==> src/rtl/mem_arbiter.sv <==
// -----------------------------------------------------------------------------
// mem_arbiter
//
// Purpose:
//   Shares one memory bus between an instruction-fetch master (IF, read only)
//   and a data-memory master (DM, read/write). Only one access is in flight at
//   any time. Every output is driven directly from a register.
//
//   Access sequence:
//     IDLE    -> pick a master and register the bus command with bus_req=1
//     IF_BUS  -> hold the command until bus_ack arrives or the wait runs out
//     DM_BUS  -> same as IF_BUS, for the data master
//     DONE    -> one-cycle ready pulse to the granted master, then back to IDLE
//
//   When both masters request in the same IDLE cycle, the master that was not
//   granted last wins. After reset last_grant points at IF, so DM wins the
//   first tie.
//
// Parameters:
//   TIMEOUT    bus cycles waited for bus_ack before the access is aborted
//              (1..255)
//
// Ports:
//   clk        rising-edge clock
//   rst        asynchronous active-high reset
//   if_req     fetch request, held until if_ready
//   if_addr    fetch address, stable while if_req is high
//   if_rdata   fetch read data, valid while if_ready is high
//   if_ready   one-cycle fetch completion pulse
//   dm_req     data request, held until dm_ready
//   dm_we      data access is a write
//   dm_sel     data byte enables
//   dm_addr    data address
//   dm_wdata   data write data
//   dm_rdata   data read data, valid while dm_ready is high
//   dm_ready   one-cycle data completion pulse
//   bus_req    bus request, high for the whole bus phase
//   bus_we     registered bus command: write enable
//   bus_sel    registered bus command: byte enables
//   bus_addr   registered bus command: address
//   bus_wdata  registered bus command: write data
//   bus_rdata  bus read data, valid while bus_ack is high
//   bus_ack    one-cycle bus completion
//   bus_err    high together with the ready pulse when the access timed out
//   busy       high whenever the arbiter is not in IDLE
// -----------------------------------------------------------------------------
module mem_arbiter #(
    parameter int TIMEOUT = 255
) (
    input  logic        clk,
    input  logic        rst,

    input  logic        if_req,
    input  logic [31:0] if_addr,
    output logic [31:0] if_rdata,
    output logic        if_ready,

    input  logic        dm_req,
    input  logic        dm_we,
    input  logic [3:0]  dm_sel,
    input  logic [31:0] dm_addr,
    input  logic [31:0] dm_wdata,
    output logic [31:0] dm_rdata,
    output logic        dm_ready,

    output logic        bus_req,
    output logic        bus_we,
    output logic [3:0]  bus_sel,
    output logic [31:0] bus_addr,
    output logic [31:0] bus_wdata,
    input  logic [31:0] bus_rdata,
    input  logic        bus_ack,

    output logic        bus_err,
    output logic        busy
);

    typedef enum logic [1:0] {
        IDLE   = 2'd0,
        IF_BUS = 2'd1,
        DM_BUS = 2'd2,
        DONE   = 2'd3
    } state_t;

    // Encoding of the last_grant register.
    localparam logic GRANT_IF = 1'b0;
    localparam logic GRANT_DM = 1'b1;

    // The wait counter starts at 0 on grant. When it already holds
    // TIMEOUT-1 and another bus cycle passes without bus_ack, that is the
    // TIMEOUT-th empty cycle and the access is aborted.
    localparam logic [7:0] WAIT_LAST = 8'(TIMEOUT - 1);

    // -------------------------------------------------------------------------
    // State and output registers
    // -------------------------------------------------------------------------
    state_t      state_reg,      state_next;
    logic        last_grant_reg, last_grant_next;
    logic [7:0]  wait_cnt_reg,   wait_cnt_next;

    logic        bus_req_reg,    bus_req_next;
    logic        bus_we_reg,     bus_we_next;
    logic [3:0]  bus_sel_reg,    bus_sel_next;
    logic [31:0] bus_addr_reg,   bus_addr_next;
    logic [31:0] bus_wdata_reg,  bus_wdata_next;

    logic [31:0] if_rdata_reg,   if_rdata_next;
    logic        if_ready_reg,   if_ready_next;
    logic [31:0] dm_rdata_reg,   dm_rdata_next;
    logic        dm_ready_reg,   dm_ready_next;
    logic        bus_err_reg,    bus_err_next;
    logic        busy_reg,       busy_next;

    // Arbitration decision, only used in IDLE.
    logic        grant_dm;
    // The access in flight belongs to the data master.
    logic        serving_dm;
    // The current bus cycle is the last one before the abort.
    logic        wait_expired;

    always_ff @(posedge clk or posedge rst) begin
        if (rst) begin
            state_reg      <= IDLE;
            last_grant_reg <= GRANT_IF;
            wait_cnt_reg   <= 8'd0;
            bus_req_reg    <= 1'b0;
            bus_we_reg     <= 1'b0;
            bus_sel_reg    <= 4'd0;
            bus_addr_reg   <= 32'd0;
            bus_wdata_reg  <= 32'd0;
            if_rdata_reg   <= 32'd0;
            if_ready_reg   <= 1'b0;
            dm_rdata_reg   <= 32'd0;
            dm_ready_reg   <= 1'b0;
            bus_err_reg    <= 1'b0;
            busy_reg       <= 1'b0;
        end else begin
            state_reg      <= state_next;
            last_grant_reg <= last_grant_next;
            wait_cnt_reg   <= wait_cnt_next;
            bus_req_reg    <= bus_req_next;
            bus_we_reg     <= bus_we_next;
            bus_sel_reg    <= bus_sel_next;
            bus_addr_reg   <= bus_addr_next;
            bus_wdata_reg  <= bus_wdata_next;
            if_rdata_reg   <= if_rdata_next;
            if_ready_reg   <= if_ready_next;
            dm_rdata_reg   <= dm_rdata_next;
            dm_ready_reg   <= dm_ready_next;
            bus_err_reg    <= bus_err_next;
            busy_reg       <= busy_next;
        end
    end

    // -------------------------------------------------------------------------
    // Next-state and next-output logic
    // -------------------------------------------------------------------------
    always_comb begin
        // Everything holds by default. The ready pulses and bus_err are
        // single-cycle and fall back to 0 unless set below.
        state_next      = state_reg;
        last_grant_next = last_grant_reg;
        wait_cnt_next   = wait_cnt_reg;
        bus_req_next    = bus_req_reg;
        bus_we_next     = bus_we_reg;
        bus_sel_next    = bus_sel_reg;
        bus_addr_next   = bus_addr_reg;
        bus_wdata_next  = bus_wdata_reg;
        if_rdata_next   = if_rdata_reg;
        if_ready_next   = 1'b0;
        dm_rdata_next   = dm_rdata_reg;
        dm_ready_next   = 1'b0;
        bus_err_next    = 1'b0;

        // DM wins when it is the only requester, or when both request and
        // IF was the master granted last.
        grant_dm     = dm_req && (!if_req || (last_grant_reg == GRANT_IF));
        serving_dm   = (state_reg == DM_BUS);
        wait_expired = (wait_cnt_reg == WAIT_LAST);

        case (state_reg)
            IDLE: begin
                if (grant_dm) begin
                    state_next     = DM_BUS;
                    bus_req_next   = 1'b1;
                    bus_we_next    = dm_we;
                    bus_sel_next   = dm_sel;
                    bus_addr_next  = dm_addr;
                    bus_wdata_next = dm_wdata;
                    wait_cnt_next  = 8'd0;
                end else if (if_req) begin
                    state_next     = IF_BUS;
                    bus_req_next   = 1'b1;
                    bus_we_next    = 1'b0;
                    bus_sel_next   = 4'hF;
                    bus_addr_next  = if_addr;
                    bus_wdata_next = 32'd0;
                    wait_cnt_next  = 8'd0;
                end
            end

            IF_BUS, DM_BUS: begin
                // bus_ack takes priority over the abort, so an ack that
                // arrives in the last allowed cycle still completes normally.
                if (bus_ack) begin
                    state_next      = DONE;
                    bus_req_next    = 1'b0;
                    last_grant_next = serving_dm ? GRANT_DM : GRANT_IF;
                    if (serving_dm) begin
                        dm_ready_next = 1'b1;
                        dm_rdata_next = bus_we_reg ? 32'd0 : bus_rdata;
                    end else begin
                        if_ready_next = 1'b1;
                        if_rdata_next = bus_rdata;
                    end
                end else if (wait_expired) begin
                    // The aborted master still counts as served, so a
                    // master on a dead address cannot starve the other one.
                    state_next      = DONE;
                    bus_req_next    = 1'b0;
                    bus_err_next    = 1'b1;
                    last_grant_next = serving_dm ? GRANT_DM : GRANT_IF;
                    if (serving_dm) begin
                        dm_ready_next = 1'b1;
                        dm_rdata_next = 32'd0;
                    end else begin
                        if_ready_next = 1'b1;
                        if_rdata_next = 32'd0;
                    end
                end else begin
                    wait_cnt_next = wait_cnt_reg + 8'd1;
                end
            end

            DONE: begin
                // The masters still hold their requests during the ready
                // cycle. DONE ignores them so the same access is not issued
                // a second time.
                state_next = IDLE;
            end

            default: begin
                state_next = IDLE;
            end
        endcase

        busy_next = (state_next != IDLE);
    end

    // -------------------------------------------------------------------------
    // Registered outputs
    // -------------------------------------------------------------------------
    assign if_rdata  = if_rdata_reg;
    assign if_ready  = if_ready_reg;
    assign dm_rdata  = dm_rdata_reg;
    assign dm_ready  = dm_ready_reg;
    assign bus_req   = bus_req_reg;
    assign bus_we    = bus_we_reg;
    assign bus_sel   = bus_sel_reg;
    assign bus_addr  = bus_addr_reg;
    assign bus_wdata = bus_wdata_reg;
    assign bus_err   = bus_err_reg;
    assign busy      = busy_reg;

endmodule
==> config.mk <==
export PLATFORM = sky130hd
export DESIGN_NAME = mem_arbiter
export DESIGN_NICKNAME = d
export VERILOG_FILES = /design/src/rtl/mem_arbiter.sv
export SDC_FILE = /design/constraint.sdc
export NUM_CORES = 1
export LEC_CHECK = 0
export ABC_AREA = 1
export CORE_MARGIN = 3
export CORE_UTILIZATION = 40
export CTS_BUF_LIST = sky130_fd_sc_hd__clkbuf_4 sky130_fd_sc_hd__clkbuf_8
export DETAILED_ROUTE_END_ITERATION = 6
export PLACE_DENSITY_LB_ADDON = 0.3
export RECOVER_POWER = 100
export SKIP_LAST_GASP = 1
export SYNTH_ARGS = -nofsm -noshare
export SYNTH_HDL_FRONTEND = slang
export SYNTH_SLANG_ARGS = --single-unit
==> constraint.sdc <==
create_clock -name clk -period 5.1 [get_ports clk]
set_clock_uncertainty 0.2 [all_clocks]
set_input_delay 1.02 -clock clk [delete_from_list [all_inputs] [get_ports clk]]
set_output_delay 1.02 -clock clk [all_outputs]
set_load 0.02 [all_outputs]
### Word level (Yosys, flattened, before mapping)

Index checks and enable logic that the tools add are counted.

| storage, ports and cells | value |
|---|---|
| register bits | 149 |
| logic and storage cells | 85 |
| output and inout bits | 138 |
| input bits | 138 |

| cells by class | value |
|---|---|
| eq/ne operators | 8 |
| $add $sub $neg | 1 |
| bitwise operators | 2 |
| multiplexer cells | 45 |
| reduce and logical (&&, ||, !) cells | 15 |

Operators with widths:

| operator | count |
|---|---|
| $mux 32 | 13 |
| $mux 8 | 4 |
| $mux 1 | 19 |
| $pmux 8 s2 | 1 |
| $reduce_and 3->1 | 3 |
| $add 8x1->8 const B | 1 |
| $eq 8x8->1 const B | 1 |
| $mux 2 | 4 |
| $mux 4 | 2 |
| $reduce_bool 2->1 | 4 |
| $ne 3x3->1 const B | 2 |
| $pmux 2 s3 | 1 |
| $eq 2x2->1 const B | 2 |
| $ne 2x2->1 const B | 2 |
| $reduce_and 2->1 | 2 |
| $reduce_and 4->1 | 1 |
| $eq 2x1->1 const B | 1 |
| $logic_not 2->1 | 1 |
| $not 1->1 | 2 |
| $pmux 1 s2 | 1 |
| $reduce_or 2->1 | 1 |
| $logic_and 1x1->1 | 1 |
| $logic_not 1->1 | 1 |
| $logic_or 1x1->1 | 1 |

### Logic depth before layout (Yosys ltp)

| logic depth | value |
|---|---|
| word-level depth | 6 |
| depth in mapped cells | 10 |
| depth with buffers taken out | 9 |

### Worst setup path before layout

OpenSTA, ideal clock, no wires.

| timing | value |
|---|---|
| path type | input port to flip-flop |
| start | input port if_req |
| end | register bus_addr_reg[0] (netlist: bus_addr[0]) |
| data arrival time | 1.775 ns |
| stages | 5 |
| slack | 3.043 ns |
| required time | 4.818 ns |
| buffers on the path | 2 |
| library setup time | 0.082 ns |
| cell sequence | o21ai_2 inv_2 buf_2 buf_6 a31oi_1 |

| on the way | value |
|---|---|
| word-level cells in the longest chain between the ends | 5 |
| elaborated cells between the ends (all ways) | 6 |
| classes of those cells | mux (1); reduce/logical (5) |

Ends and longest elaborated chain:

| what | line | text |
|---|---|---|
| start: declaration | 53 | `input logic if_req,` |
| $logic_not 1->1 | 177 | `grant_dm = dm_req && (!if_req \|\| (last_grant_reg == GRANT_IF));` |
| $logic_or 1x1->1 | 177 |  |
| $logic_and 1x1->1 | 177 |  |
| $reduce_bool 2->1 (no source line) | -- |  |
| $reduce_and 2->1 (no source line) | -- |  |
| end signal: assignment | 144 | `bus_addr_reg <= bus_addr_next;` |
| end: declaration | 104 | `logic [31:0] bus_addr_reg, bus_addr_next;` |

Several ways; a longest one is shown, not always the timed one.
A chain may end at the register's enable or synchronous reset.

### Worst setup path in the final report

| timing | value |
|---|---|
| start | input port if_req |
| end | register bus_sel_reg[3] (netlist: bus_sel[3]) |

| on the way | value |
|---|---|
| word-level cells in the longest chain between the ends | 5 |
| elaborated cells between the ends (all ways) | 6 |
| classes of those cells | mux (1); reduce/logical (5) |

Ends and longest elaborated chain:

| what | line | text |
|---|---|---|
| $logic_not 1->1 | 177 |  |
| $logic_or 1x1->1 | 177 |  |
| $logic_and 1x1->1 | 177 |  |
| $reduce_bool 2->1 (no source line) | -- |  |
| $reduce_and 2->1 (no source line) | -- |  |
| end signal: assignment | 143 | `bus_sel_reg <= bus_sel_next;` |
| end: declaration | 103 | `logic [3:0] bus_sel_reg, bus_sel_next;` |

Several ways; a longest one is shown, not always the timed one.

==> run_results.csv <==
group,metric,value,unit
timing,hold_viol_final,0,
yosys,synth_area,6510,sq um
power_and_ir_drop,p_leak,4.69,nW
clocking,cts-root-buf,"clkbuf_8",
yosys,synthCells,731,
timing,period_minus_slack,3.78,ns
yosys,async_flop_share,100,%
setup_path,crit_type,"in -> reg",
global_route,grt_antenna_before_repair,0,
setup_path,r2r-end,"if_rdata[13]",
cells_and_area,finalInstanceArea,9720,sq um
yosys,synth_edf_count,0,
setup_path,crit_path_start_kind,"input port",
min_path,hold_path_startpoint,"if_rdata[21]",
detailed_routing,first_pass_iters,4,
global_route,grt_pass1_vias,5880,
place,port_buffers,275,
setup_path,cp_max_fo,35,
clocking,cts_setup_buffers,0,
place,dp_hpwl,13.5,mm
floorplan,start_util,41.0,%
clocking,postCtsResizedCells,0,
setup_path,cp_common_cell,"nand2_1",
yosys,synthFlopType,"dfrtp_1",
timing,fin_crit_sh,74.1,%
detailed_routing,drc_errors,0,
floorplan,die-area,17800,sq um
yosys,ys_ff_latch,149,
global_route,grt_use_total,22.3,%
setup_path,r2r-start,"state_reg[0]",
detailed_routing,ant_nets,0,
power_and_ir_drop,power_density,609,nW/um^2
place,dpl_cell_area,9330,sq um
detailed_routing,wl_per_cell,16.2,um
outcome,outcome,"finished with violations",
cells_and_area,nNetsFinal,1123,
detailed_routing,vias,5962,
global_route,overflow,0,
setup_path,cpPeakStageDelay,1.16,ns
floorplan,io_pins,276,
setup_path,reg2regPathDepth,8,
min_path,hp-class,"reg -> reg",
clocking,ctsHoldBuffers,0,
timing,rsz0062_at_grt,"false",
detailed_routing,drt_iter0_drc,374,
timing,slew_headroom,-34.8,%
floorplan,die_x,134,um
yosys,synth_nets,873,
detailed_routing,via_per_inst,4.93,
yosys,synth_area_leaders,"dfrtp_1, nand2_1, nor2_1, a22o_1, nand3_1",
min_path,min_path_cells,2,
clocking,cts_tree,"done",
cells_and_area,multi_input_area,2410,sq um
cells_and_area,drive_above_1_share,4.53,%
yosys,yosysTopAreaCell,"dfrtp_1",
setup_path,critical_path.top_delay_family,"buffers and inverters",
yosys,syn-mean-instance-area,8.91,sq um
yosys,synth_cell_types,28,
clocking,cts_buffers,17,
place,gp_congestion,0.807,
clocking,cts.sinks,149,
yosys,yosysWarnings,0,
outcome,violations,"capacitance limit, slew limit",
setup_path,worstPathRequired,5.22,ns
yosys,yosysSeqAreaShare,57.3,%
yosys,synth.top_cell.area_share,57.3,%
setup_path,arrival,3.90,ns
setup_path,critical_path_buf_inv_count,4,
setup_path,end_kind,"register",
timing,finalSetupViolations,0,
global_route,grt_max_degree,150,
floorplan,core.rowCount,46,
clocking,clock_latency,0.44,ns
min_path,hold_end,"if_rdata[21]",
floorplan,core,15900,sq um
clocking,htreeDepth,4,
floorplan,die_h,134,um
clocking,max-clock-path-buffers,2,
global_route,grt_pass1_wl,31.4,mm
setup_path,crit_chain,"dlygate4sd3_1 > nand2_1 > nand2_1 > buf_4 > nor2_1 > clkbuf_1 > inv_1 > o22a_1",
setup_path,critPathSlowestCell,"clkbuf_1",
cells_and_area,fillers,1425,
job,drv_cap,3,
detailed_routing,drt-total-wl,19.6,mm
timing,setup_tns,0,ns
cells_and_area,syn_to_final_growth,49.3,%
timing,fmax,265,MHz
clocking,path_clk_slew,0.08,ns
setup_path,r2r_slack,1.41,ns
cells_and_area,ff_latch_area,3730,sq um
timing,final_max_slew_viol_count,254,
timing,worstMarginPinSlew,2.02,ns
cells_and_area,antenna_cells,0,
power_and_ir_drop,ir_worst_vdd,0.000268,V
-- cell usage after synthesis (4+ instances only) --
cell / number
nand2_1: 258
dfrtp_1: 149
nor2_1: 78
nand3_1: 42
a22o_1: 33
a31oi_1: 32
nand4_1: 32
clkbuf_1: 23
inv_1: 20
buf_2: 16
o21ai_0: 8
buf_6: 7
ha_1: 4
o22a_1: 4
-- worst min-delay path: stages (launching register included) --
cell and delay (ns):
dfrtp_1 0.34, nand2_1 0.05, nand2_1 0.04
-- cells in the final DEF, fill, tap and decap left out, types with 5 or more instances in the layout --
cell | Yosys | final
nand2_1 | 258 | 259
dfrtp_1 | 149 | 149
dlygate4sd3_1 | 0 | 140
clkdlybuf4s50_1 | 0 | 134
nor2_1 | 78 | 79
nand3_1 | 42 | 43
a22o_1 | 33 | 33
nand4_1 | 32 | 32
a31oi_1 | 32 | 32
inv_1 | 20 | 20
clkbuf_8 | 0 | 20
o21ai_0 | 8 | 9
buf_4 | 3 | 5
-- metrics by stage --
| step | util, % | cells | worst slack, ns | power, mW | hold WS (ns) |
|---|---|---|---|---|---|
| finish | 61.2 | 1210 | 1.32 | 5.92 | 0.265 |
| global route | 61.2 | 1210 | 1.02 | 6.33 | 0.288 |
| CTS | 61.4 | 1210 | 2.12 | 6.20 | 0.277 |
| detailed placement | 58.7 | 1178 | 1.70 | 5.20 | 0.257 |
| global placement | 58.7 | 1178 | 1.74 | 5.17 | 0.253 |
| floorplan | - | 731 | 2.01 | 3.76 | 0.281 |
-- cell families after synthesis --
logic type | count (synthesis) | share of synthesized area, %
AOI/OAI and AO/OA | 84 | 9.34
adders and majority gates | 4 | 0.769
buffers and inverters | 73 | 5.49
DFF | 149 | 57.3
and+or+nand+nor | 421 | 27.1
-- worst max-delay path by stage --
stage,cells after the start,slack [ns],startpoint,to
after floorplan,1,2.01,rst,bus_addr[0]
after detailed placement,8,1.70,if_req,busy
after CTS,8,2.12,state_reg[0],if_rdata[13]
final,8,1.32,if_req,bus_sel[3]
after global placement,8,1.74,if_req,busy
after global routing,8,1.02,state_reg[1],if_rdata[17]
-- where the power goes --
part	internal, mW	switching, mW
Clock	0.523	0.450
Sequential	1.70	0.281
Combinational	1.16	1.80
-- routing by layer --
layer  vias up  share of wire [%]  track usage [%]  wire, um
met1      2769                 40             27.1      7850
met3        37                9.5             8.80      1870
met2       236                 48             35.5      9340
met5         -                  0                0         0
li1       2920                  -                -         -
met4         0                2.8             9.09       545
-- final cells by class --
type,count,area share [%]
inverters,21,0.850
well taps,216,2.78
repair buffers,283,28.8
clock buffers,20,2.83
multi-input cells,509,24.8
clock inverters,12,1.56
flip-flops and latches,149,38.4
No activity file was read; power rests on OpenSTA's default activity.
